==> src/rtl/adf4158_write_arbiter.sv <==
// Round-robin arbiter that serialises 32-bit ADF4158 register words from up to
// four requesters onto the device CLK/DATA/LE pins, with per-owner lock for atomic sequences.
`timescale 1ns/1ps

module adf4158_write_arbiter #(
    parameter int NREQ    = 3,
    parameter int CLK_DIV = 2,
    parameter int LE_HIGH = 2
) (
    input  logic                 clk,
    input  logic                 rst_n,
    input  logic [NREQ-1:0]      req_valid,
    input  logic [32*NREQ-1:0]   req_data,
    input  logic [NREQ-1:0]      req_lock,
    output logic [NREQ-1:0]      req_ready,
    output logic                 busy,
    output logic                 done,
    output logic [1:0]           done_id,
    output logic                 adf_sclk,
    output logic                 adf_data,
    output logic                 adf_le
);

    localparam logic [1:0] IDLE  = 2'd0;
    localparam logic [1:0] SHIFT = 2'd1;
    localparam logic [1:0] GAP   = 2'd2;
    localparam logic [1:0] LATCH = 2'd3;

    localparam logic [15:0] DIV_LAST = 16'(CLK_DIV - 1);
    localparam logic [15:0] LE_LAST  = 16'(LE_HIGH - 1);

    logic [1:0]      state;
    logic [15:0]     cnt;
    logic            sclk_hi;
    logic [4:0]      bit_idx;
    logic [31:0]     word;
    logic [1:0]      cur_id;
    logic [1:0]      last_grant;
    logic            owned;
    logic [1:0]      owner;

    logic            lock_hold;
    logic            lock_cur;
    logic            found;
    logic [NREQ-1:0] grant;
    logic [1:0]      grant_id;
    logic [31:0]     grant_word;

    // Grant selection: a locked owner excludes everyone else, otherwise round-robin.
    always_comb begin
        lock_hold  = 1'b0;
        lock_cur   = 1'b0;
        found      = 1'b0;
        grant      = '0;
        grant_id   = 2'd0;
        grant_word = 32'd0;
        for (int i = 0; i < NREQ; i++) begin
            if (owned && int'(owner) == i && req_lock[i])
                lock_hold = 1'b1;
            if (int'(cur_id) == i)
                lock_cur = req_lock[i];
        end
        if (lock_hold) begin
            for (int i = 0; i < NREQ; i++) begin
                if (int'(owner) == i && req_valid[i]) begin
                    found      = 1'b1;
                    grant[i]   = 1'b1;
                    grant_id   = 2'(i);
                    grant_word = req_data[32*i +: 32];
                end
            end
        end else begin
            for (int k = 0; k < NREQ; k++) begin
                for (int i = 0; i < NREQ; i++) begin
                    if (!found && i == (int'(last_grant) + 1 + k) % NREQ && req_valid[i]) begin
                        found      = 1'b1;
                        grant[i]   = 1'b1;
                        grant_id   = 2'(i);
                        grant_word = req_data[32*i +: 32];
                    end
                end
            end
        end
    end

    assign req_ready = (state == IDLE && rst_n) ? grant : '0;

    always_ff @(posedge clk) begin
        if (!rst_n) begin
            state      <= IDLE;
            cnt        <= 16'd0;
            sclk_hi    <= 1'b0;
            bit_idx    <= 5'd0;
            cur_id     <= 2'd0;
            last_grant <= 2'(NREQ - 1);
            owned      <= 1'b0;
            owner      <= 2'd0;
        end else begin
            case (state)
                IDLE: begin
                    if (!lock_hold)
                        owned <= 1'b0;
                    if (found) begin
                        state      <= SHIFT;
                        cur_id     <= grant_id;
                        last_grant <= grant_id;
                        cnt        <= 16'd0;
                        sclk_hi    <= 1'b0;
                        bit_idx    <= 5'd31;
                    end
                end
                SHIFT: begin
                    if (cnt == DIV_LAST) begin
                        cnt <= 16'd0;
                        if (!sclk_hi) begin
                            sclk_hi <= 1'b1;
                        end else begin
                            sclk_hi <= 1'b0;
                            if (bit_idx == 5'd0)
                                state <= GAP;
                            else
                                bit_idx <= bit_idx - 5'd1;
                        end
                    end else begin
                        cnt <= cnt + 16'd1;
                    end
                end
                GAP: begin
                    if (cnt == DIV_LAST) begin
                        cnt   <= 16'd0;
                        state <= LATCH;
                    end else begin
                        cnt <= cnt + 16'd1;
                    end
                end
                default: begin
                    // Ownership is decided by the owner's lock on the done cycle.
                    if (cnt == LE_LAST) begin
                        cnt   <= 16'd0;
                        state <= IDLE;
                        owned <= lock_cur;
                        owner <= cur_id;
                    end else begin
                        cnt <= cnt + 16'd1;
                    end
                end
            endcase
        end
    end

    // Shift register is datapath only: it is loaded on accept and advanced
    // at the start of each new bit, so DATA only moves while SCLK is low.
    always_ff @(posedge clk) begin
        if (state == IDLE && found)
            word <= grant_word;
        else if (state == SHIFT && cnt == DIV_LAST && sclk_hi && bit_idx != 5'd0)
            word <= {word[30:0], 1'b0};
    end

    assign busy     = (state != IDLE);
    assign done     = (state == LATCH) && (cnt == LE_LAST);
    assign done_id  = cur_id;
    assign adf_sclk = (state == SHIFT) && sclk_hi;
    assign adf_data = (state == SHIFT) && word[31];
    assign adf_le   = (state == IDLE) || (state == LATCH);

endmodule

==> config.mk <==
export PLATFORM = sky130hd
export DESIGN_NAME = adf4158_write_arbiter
export DESIGN_NICKNAME = d
export VERILOG_FILES = /design/src/rtl/adf4158_write_arbiter.sv
export SDC_FILE = /design/constraint.sdc
export NUM_CORES = 1
export LEC_CHECK = 0
export ABC_CLOCK_PERIOD_IN_PS = 2700
export BUFFER_PORTS_ARGS = -buffer_cell sky130_fd_sc_hd__buf_2
export CAP_MARGIN = 40
export CORE_UTILIZATION = 40
export DETAILED_ROUTE_END_ITERATION = 6
export PLACE_DENSITY = 0.72
export SLEW_MARGIN = 20
export SYNTH_ARGS = -nofsm -noshare
export SYNTH_HDL_FRONTEND = slang
export SYNTH_SLANG_ARGS = --single-unit
==> constraint.sdc <==
create_clock -name clk -period 2.7 [get_ports clk]
set_input_delay 0.54 -clock clk [delete_from_list [all_inputs] [get_ports clk]]
set_output_delay 0.54 -clock clk [all_outputs]
set_load 0.01 [all_outputs]
==> results of run 1 <==
## sequential cells by signal (all words and copies together), names as in the netlist
signal	flops
owned	1
sclk_hi	1
cnt	16
bit_idx	5
done_id	2
owner	2
last_grant	1
word	32
state	2
## worst max-delay path, cell delays in order, from the launching register on
cell and delay (ns):
dfxtp_2 0.35, ha_4 0.28, a22oi_2 0.25, nand2_2 0.10, nor2_1 0.14, o21ai_0 0.09
a31o_2 0.31, nor2_2 0.12, buf_2 0.14
## power by group through the flow
stage	registers, mW	clock network [mW]	logic, mW
floorplan	1.75	0	3.50
global placement	1.82	0	4.67
detailed placement	1.81	0	4.78
CTS	1.81	1.18	4.86
global route	1.85	1.22	5.52
finish	1.82	1.18	5.04
## cell families after synthesis
kind of cell | after synthesis | share of synthesized area, %
compound gates | 377 | 45.2
fa+ha+maj | 11 | 2.32
buf+inv | 90 | 7.18
flops | 62 | 26.3
mux | 9 | 1.54
simple gates | 234 | 17.4
## cells in the final DEF (no fill, tap or decap), types with 21 or more instances in the layout
| cell | synthesis | layout |
|---|---|---|
| a21oi_1 | 87 | 85 |
| nor2_1 | 77 | 75 |
| o221a_2 | 21 | 21 |
| o21a_1 | 44 | 44 |
| o21ai_1 | 19 | 21 |
| dfxtp_1 | 30 | 28 |
| o21ai_0 | 46 | 44 |
| edfxtp_1 | 32 | 32 |
| nand2_1 | 97 | 94 |
| a22o_1 | 21 | 21 |
| buf_4 | 7 | 38 |
| buf_2 | 19 | 113 |
| a22oi_1 | 24 | 23 |
| a31oi_1 | 24 | 24 |
## cell type report
cell class / count / area (um^2)
diodes: 1 / 2.50
multi-input cells: 631 / 4040
clock buffers: 14 / 297
clock inverters: 2 / 10.0
well taps: 184 / 230
fillers: 1422 / 7320
repair buffers: 157 / 953
flip-flops and latches: 62 / 1560
inverters: 16 / 60.1
## routing by layer
layer | part of all wire, % | routed length [um] | vias up
li1 | - | - | 3180
met1 | 41 | 8240 | 3172
met2 | 48 | 9720 | 338
met3 | 8.5 | 1730 | 60
met4 | 2.8 | 561 | 0
met5 | 0 | 0 | -
## worst paths after layout
path                                     end
worst max register to register      word[26]
worst min-delay path                 cnt[12]
worst min register to register       cnt[12]
worst max-delay path            req_ready[2]
## what timing repair did
action                     CTS  global route
setup buffers                2             3
pin swaps                    6             6
gates resized for setup      8            15
setup endpoints to repair    3             8
## through the flow
stage          hold slack (ns)  TNS, ns
2_1_floorplan            0.449        0
3_3_place_gp             0.485  -0.0265
3_5_place_dp             0.499        0
4_1_cts                  0.507        0
5_1_grt                  0.540  -0.0331
6_report                 0.506        0
==> results.tsv, run 1 <==
stage	metric	value	unit
floorplanning	die height	124	um
synth	Post-synth top flop	edfxtp_1	
floorplanning	core area	0.0145	mm^2
final_layout	Area Growth Syn to Fin	20.8	%
final_layout	Layout Utilization	49.5	%
hold_path	worst hold path type	reg -> reg	
clock_tree	Clk pin slew, worst setup/hold paths	0.05	ns
grt	GR Util All Layers	26.3	%
grt	met3 usage	4.58	%
synth	cell with the most instances after synthesis	nand2_1	
detailed_routing	Vias/cell	6.33	
floorplanning	initial core utilization	40.9	%
power	share of power burned in registers	22.7	%
grt	grt peak-use layer	met2	
synth	YS warnings	0	
floorplanning	die extent in x	124	um
timing	Tightest Pin Transition	0.529	ns
synth	most frequent cells after synthesis	nand2_1 (97), a21oi_1 (87), nor2_1 (77)	
place	PortBufs	113	
setup_path	Worst Setup End Kind	output pin	
hold_path	Worst Hold Depth	1	
place	GPL Wtd Cong	0.926	
detailed_routing	Routed Antenna Nets	0	
power	logic gate share of total power	62.7	%
grt	routing usage on met1	32.7	%
setup_path	Crit path required time	2.16	ns
grt	initial antenna violation count	0	
grt	first-pass GRT wire length	31500	um
timing	worst clock skew	0.00526	ns
floorplanning	Ports	114	
synth	leading area contributor after synthesis	edfxtp_1	
detailed_routing	Detailed Route Iter0 Violations	558	
job	max_cap viols	0	
clock_tree	Hold Buf Count CTS	0	
setup_path	CP arrival	2.12	ns
clock_tree	CTS tree	done	
detailed_routing	DR WL/cell	19.0	um
timing	final worst-path cycle share	98.4	%
final_layout	Finished Layout Cells	1067	
synth	#FFs+latches synth	62	
clock_tree	Root Driver	clkbuf_16	
timing	final number of setup-violating endpoints	0	
grt	GRT overflow	0	
setup_path	Max FO, Critical Path	7	
final_layout	layout cell share with drive strength beyond 1	26.1	%
synth	top cells by area, synth	edfxtp_1 (16%), dfxtp_1 (10%), a21oi_1 (7.3%), nand2_1 (6.1%), o21a_1 (5.6%)	
clock_tree	Num Clock Sinks	62	
setup_path	flop-to-flop setup slack	0.17	ns
detailed_routing	via count	6750	
grt	pin count of the biggest net entering global routing	49	
final_layout	fin area	0.00716	mm^2
power	cell area power density	1120	mW/mm^2
setup_path	critical path startpoint	last_grant[1]	
hold_path	Hold Path Origin	cnt[12]	
run_status	status	completed	
power	Power Internal	4.52	mW
synth	mapped cell area	0.00593	mm^2
synth	Synth top area share	16.2	%
power	clock network fraction of total power	14.6	%
place	placed cell count	1043	
timing	Final Hold Fails	0	
final_layout	nets@finish	992	
floorplanning	die area	0.0153	mm^2
place	Area after DPL	0.00672	mm^2
place	Final HPWL DP	13200	um
clock_tree	deepest clock path buffer count	2	
timing	final worst setup slack	0.0438	ns
place	DP Worst Slack	0.0890	ns
timing	upper clock frequency limit	376	MHz
synth	sequential element share of the synthesized area	26.3	%
detailed_routing	drt total wl	20300	um
grt	met2 Use GR	44.9	%
synth	Post-Syn Nets	898	
synth	Avg Inst Size Synth	7.57	um^2
timing	Relative slew margins	64.2	%
power	worst vdd ir	656	uV
detailed_routing	Residual DRC	0	
grt	vias in the first global route	6248	
clock_tree	Skew-Pair Late Insertion Delay	0.33	ns
detailed_routing	Initial DRT Pass Iterations	5	
clock_tree	H-tree depth	3	
setup_path	WS Path Type	reg -> out	
synth	Synth cell types	58	
setup_path	R2R depth	10	
power	Lkg Pwr	2.70	nW
clock_tree	TritonCTS Buffers	9	
synth	FFs w/ async S/R, synth	0	%
synth	number of synthesized flops with an enable pin	32	
synth	Synth Instances	783	
timing	Slew Viols, Final	0	
power	sw frac	43.8	%
floorplanning	num rows	44	
power	Design Power	8.04	mW
power	net switching power	3.52	mW
timing	Final Critical Period	2.66	ns
setup_path	Setup crit start kind	flop	
setup_path	reg2reg start	last_grant[1]	
Power figures use the tool's default switching activity.
==> run 2: changes to the inputs <==
Settings changed: ABC_CLOCK_PERIOD_IN_PS 2700 to 3150, PLACE_DENSITY 0.72 to 0.7, REMOVE_ABC_BUFFERS from default to 1.
Clock period 2.7 ns to 3.15 ns, I/O delays scaled along.
==> run 2 against run 1 <==
Effect of this change: clock skew rose by 0.0017 ns; worst setup slack improved by 0.20 ns; sequential power is 16% lower; sequential share of layout area grew 0.41 points; cell area down 2.0%; via count is 1.9% lower; first-iteration DRC count is 13% lower; wire length is 2.5% lower; cell count decreased by 0.84%; count of clock-buffer cells in the layout is 5 lower; clock power shrank 8%; critical path type unchanged; critical endpoint unchanged; highest routed layer is now met5.
==> results.tsv, run 2 (synthesis results as in run 1) <==
stage	metric	value	unit
power	share of power burned in registers	22.7	%
grt	met3 usage	6.46	%
job	max_cap viols	0	
place	PortBufs	113	
detailed_routing	Routed Antenna Nets	0	
power	Power Internal	3.81	mW
clock_tree	Clk pin slew, worst setup/hold paths	0.05	ns
power	cell area power density	961	mW/mm^2
power	logic gate share of total power	61.1	%
setup_path	Setup crit start kind	flop	
clock_tree	TritonCTS Buffers	9	
timing	worst clock skew	0.00700	ns
grt	grt peak-use layer	met2	
final_layout	fin area	0.00702	mm^2
run_status	status	completed	
final_layout	Finished Layout Cells	1058	
timing	final number of setup-violating endpoints	0	
detailed_routing	Initial DRT Pass Iterations	5	
grt	initial antenna violation count	1	
detailed_routing	DR WL/cell	18.7	um
setup_path	WS Path Type	reg -> out	
setup_path	Max FO, Critical Path	8	
clock_tree	CTS tree	done	
clock_tree	Hold Buf Count CTS	0	
detailed_routing	Vias/cell	6.26	
timing	Final Hold Fails	0	
timing	hold_ws	0.502	ns
floorplanning	initial core utilization	40.9	%
timing	upper clock frequency limit	344	MHz
timing	Slew Viols, Final	0	
final_layout	most frequent cells in the layout	buf_2 (113), nand2_1 (96), a21oi_1 (87), nor2_1 (76), o21ai_0 (46)	
timing	RSZ-0062 raised after global routing	no	
floorplanning	Ports	114	
power	Lkg Pwr	2.64	nW
timing	final worst-path cycle share	92.3	%
grt	routing usage on met1	33.0	%
timing	setup TNS	0	ns
detailed_routing	Detailed Route Iter0 Violations	488	
power	clock network fraction of total power	16.2	%
setup_path	Worst Setup End Kind	output pin	
clock_tree	Num Clock Sinks	62	
clock_tree	Root Driver	clkbuf_16	
final_layout	Area Growth Syn to Fin	18.4	%
floorplanning	num rows	44	
timing	Tightest Pin Transition	0.549	ns
floorplanning	die extent in x	124	um
final_layout	Largest Register	word	
power	worst vdd ir	639	uV
clock_tree	deepest clock path buffer count	2	
detailed_routing	Residual DRC	0	
grt	GRT overflow	0	
grt	GR Util All Layers	26.0	%
detailed_routing	via count	6619	
final_layout	layout cell share with drive strength beyond 1	23.8	%
floorplanning	core area	0.0145	mm^2
grt	first-pass GRT wire length	31000	um
timing	Final Critical Period	2.91	ns
place	placed cell count	1041	
timing	Relative slew margins	62.9	%
grt	met2 Use GR	43.3	%
floorplanning	die height	124	um
place	Final HPWL DP	13200	um
floorplanning	die area	0.0153	mm^2
clock_tree	H-tree depth	3	
place	Area after DPL	0.00668	mm^2
detailed_routing	drt total wl	19800	um
final_layout	biggest regs	word x32, cnt x16, bit_idx x5	
final_layout	nets@finish	983	
final_layout	max reg flops	32	
grt	vias in the first global route	6147	
place	GPL Wtd Cong	0.869	
final_layout	commonest non-fill, non-tap cell in the layout	buf_2	
hold_path	worst hold path type	reg -> reg	
final_layout	Layout Utilization	48.5	%
power	net switching power	2.93	mW
setup_path	CP arrival	2.28	ns
clock_tree	Skew-Pair Late Insertion Delay	0.35	ns
power	sw frac	43.5	%
grt	pin count of the biggest net entering global routing	45	
setup_path	Crit path required time	2.52	ns
[run 2: worst paths after layout]
| kind | start | endpoint | slack [ns] | cells past startpoint |
|---|---|---|---|---|
| worst max-delay path | done_id[0] | req_ready[2] | 0.24 | 9 |
| worst min-delay path | cnt[14] | cnt[14] | 0.50 | 1 |
| worst max register to register | done_id[0] | word[5] | 0.51 | 8 |
| worst min register to register | cnt[14] | cnt[14] | 0.50 | 1 |
[run 2: critical path, cell delays in order (launching register included)]
cell	delay, ns
dfxtp_1	0.36
inv_1	0.08
ha_2	0.35
a22oi_2	0.25
nand2_1	0.09
nor2_1	0.15
o21ai_0	0.11
a31o_2	0.29
nor2_1	0.11
buf_2	0.15
[run 2: cell type report]
| cell class | count | area (um^2) |
|---|---|---|
| well taps | 184 | 230 |
| fillers | 1417 | 7460 |
| multi-input cells | 631 | 3970 |
| diodes | 1 | 2.50 |
| repair buffers | 148 | 870 |
| flip-flops and latches | 62 | 1560 |
| clock buffers | 9 | 225 |
| inverters | 16 | 60.1 |
| clock inverters | 7 | 97.6 |
[run 2: metal layers]
metal	up-vias	wire length [um]
met4	2	261
li1	3166	-
met2	350	9190
met5	-	9
met3	29	1880
met1	3072	8410
[run 2: repair_timing]
item                       CTS  global route
hold endpoints to repair     0             0
resized for setup            0             3
setup endpoints to repair    0             3
setup buffers                0             0
[run 2: power by group through the flow]
stage,clock (mW),sequential (mW),combinational (mW)
after detailed placement,0,1.54,4.05
after global placement,0,1.54,3.99
after floorplan,0,1.51,2.75
final,1.09,1.53,4.12
after global routing,1.14,1.56,4.54
after CTS,1.10,1.53,4.08
[run 2: through the flow]
step,total power [mW],setup WS (ns)
global placement,5.53,0.341
finish,6.74,0.242
global route,7.24,0.0383
CTS,6.71,0.123
detailed placement,5.59,0.437
floorplan,4.26,-1.24
==> run 3: changes to the inputs <==
Settings changed: ABC_CLOCK_PERIOD_IN_PS 3150 to 2850.
Clock period 3.15 ns to 2.85 ns, I/O delays scaled along.
==> run 3 against run 2 <==
Effect of this change: total power is 9.5% higher; critical path type unchanged; worst setup slack got worse by 0.12 ns; largest cell class unchanged; critical endpoint unchanged; cell area decreased by 0.11%; highest routed layer unchanged.
==> results.tsv, run 3 (synthesis results as in run 1) <==
stage	metric	value	unit
setup_path	CP Cell Sequence	inv_1 > ha_1 > a22oi_2 > nand2_1 > nor2_1 > o21ai_0 > a31o_2 > nor2_1 > buf_2	
final_layout	nets@finish	985	
clock_tree	H-tree depth	3	
setup_path	Crit path required time	2.28	ns
hold_path	worst hold path type	reg -> reg	
final_layout	most frequent cells in the layout	buf_2 (113), nand2_1 (96), a21oi_1 (87), nor2_1 (76), o21ai_0 (45)	
final_layout	max reg flops	32	
floorplanning	num rows	44	
detailed_routing	Vias/cell	6.34	
timing	final number of setup-violating endpoints	0	
clock_tree	Skew-Pair Late Insertion Delay	0.34	ns
grt	pin count of the biggest net entering global routing	45	
timing	Slew Viols, Final	0	
grt	GRT overflow	0	
job	max_cap viols	0	
timing	setup TNS	0	ns
detailed_routing	Detailed Route Iter0 Violations	701	
final_layout	commonest non-fill, non-tap cell in the layout	buf_2	
clock_tree	Root Driver	clkbuf_16	
setup_path	CP bufs+invs	2	
timing	upper clock frequency limit	367	MHz
final_layout	fin area	0.00701	mm^2
setup_path	Setup crit start kind	flop	
timing	Relative slew margins	61.6	%
final_layout	layout cell share with drive strength beyond 1	23.9	%
setup_path	CP max stage cell	dfxtp_1	
power	cell area power density	1050	mW/mm^2
floorplanning	die area	0.0153	mm^2
setup_path	Worst Setup End Kind	output pin	
place	DP Worst Slack	0.243	ns
grt	vias in the first global route	6013	
timing	RSZ-0062 raised after global routing	yes	
power	Lkg Pwr	2.64	nW
detailed_routing	Routed Antenna Nets	0	
place	Area after DPL	0.00669	mm^2
detailed_routing	drt total wl	20000	um
place	GPL Wtd Cong	0.920	
timing	Tightest Pin Transition	0.575	ns
floorplanning	initial core utilization	40.9	%
setup_path	Max FO, Critical Path	5	
clock_tree	CTS tree	done	
detailed_routing	DR WL/cell	18.9	um
final_layout	Largest Register	word	
floorplanning	Ports	114	
timing	worst clock skew	0.00492	ns
setup_path	delay-heaviest family, CP	compound AO/OA/AOI/OAI gates	
floorplanning	core area	0.0145	mm^2
setup_path	CP arrival	2.16	ns
detailed_routing	Initial DRT Pass Iterations	5	
place	Final HPWL DP	13000	um
clock_tree	Num Clock Sinks	62	
place	placed cell count	1042	
timing	final worst setup slack	0.124	ns
floorplanning	die extent in x	124	um
timing	Final Hold Fails	0	
clock_tree	deepest clock path buffer count	2	
place	PortBufs	113	
power	Design Power	7.38	mW
timing	Final Critical Period	2.73	ns
clock_tree	TritonCTS Buffers	9	
detailed_routing	via count	6716	
detailed_routing	Residual DRC	0	
clock_tree	Clk pin slew, worst setup/hold paths	0.05	ns
power	worst vdd ir	681	uV
grt	first-pass GRT wire length	30800	um
final_layout	Filler Cell Count	1456	
final_layout	biggest regs	word x32, cnt x16, bit_idx x5	
timing	hold_ws	0.499	ns
run_status	status	completed	
setup_path	max incr delay on CP	0.32	ns
final_layout	Layout Utilization	48.4	%
setup_path	Most Frequent Cell on Critical Path	nor2_1	
clock_tree	Hold Buf Count CTS	0	
setup_path	WS Path Type	reg -> out	
timing	final worst-path cycle share	95.7	%
floorplanning	die height	124	um
final_layout	Finished Layout Cells	1060	
grt	GR Util All Layers	25.9	%
final_layout	Area Growth Syn to Fin	18.3	%
grt	initial antenna violation count	1	
## run 3: changes by cell type in the layout (fill, tap and decap cells not counted)
cell	change
clkinvlp_4	-1
clkinv_1	+1
ha_2	-1
bufinv_16	-1
o21ai_0	-1
buf_6	+2
and4_1	-1
o21ai_1	+1
inv_6	-1
and4_2	+1
clkinv_2	+3
clkinv_4	-2
ha_4	+1
clkbuf_1	+1
## run 3: worst paths after layout
kind	startpoint	end	slack [ns]	cells past startpoint
worst max-delay path	done_id[0]	req_ready[2]	0.12	9
worst min-delay path	cnt[5]	cnt[5]	0.50	1
worst max register to register	done_id[0]	word[15]	0.25	11
worst min register to register	cnt[5]	cnt[5]	0.50	1
## run 3: routing by layer
metal	global-route usage, %	part of all wire [%]	up-vias	routed length (um)
met1	34.4	43	3132	8570
met3	5.45	9.8	44	1970
met2	41.4	45	373	9070
met4	8.81	1.9	2	374
met5	0	0.065	-	13
li1	-	-	3165	-
## run 3: final cells by class
class	instances	area (um^2)	area share [%]
Antenna cell	1	2.50	0.0357
Clock buffer	10	229	3.27
Clock inverter	6	52.6	0.750
Inverter	16	60.1	0.857
Multi-Input combinational cell	631	3980	56.8
Sequential cell	62	1560	22.3
Tap cell	184	230	3.28
Timing Repair Buffer	150	892	12.7
## run 3: power breakdown
part           switching (mW)  leakage (nW)  internal [mW]  total, mW
Sequential              0.159         0.553           1.54       1.69
Combinational            2.69          1.95           1.94       4.63
Clock                   0.391         0.141          0.665       1.06
## run 3: repair_timing
action	in CTS	in global routing
endpoints found under the setup margin	2	5
pin swaps	0	3
gates resized for setup	2	4
gates cloned	0	0
buffers inserted	0	1
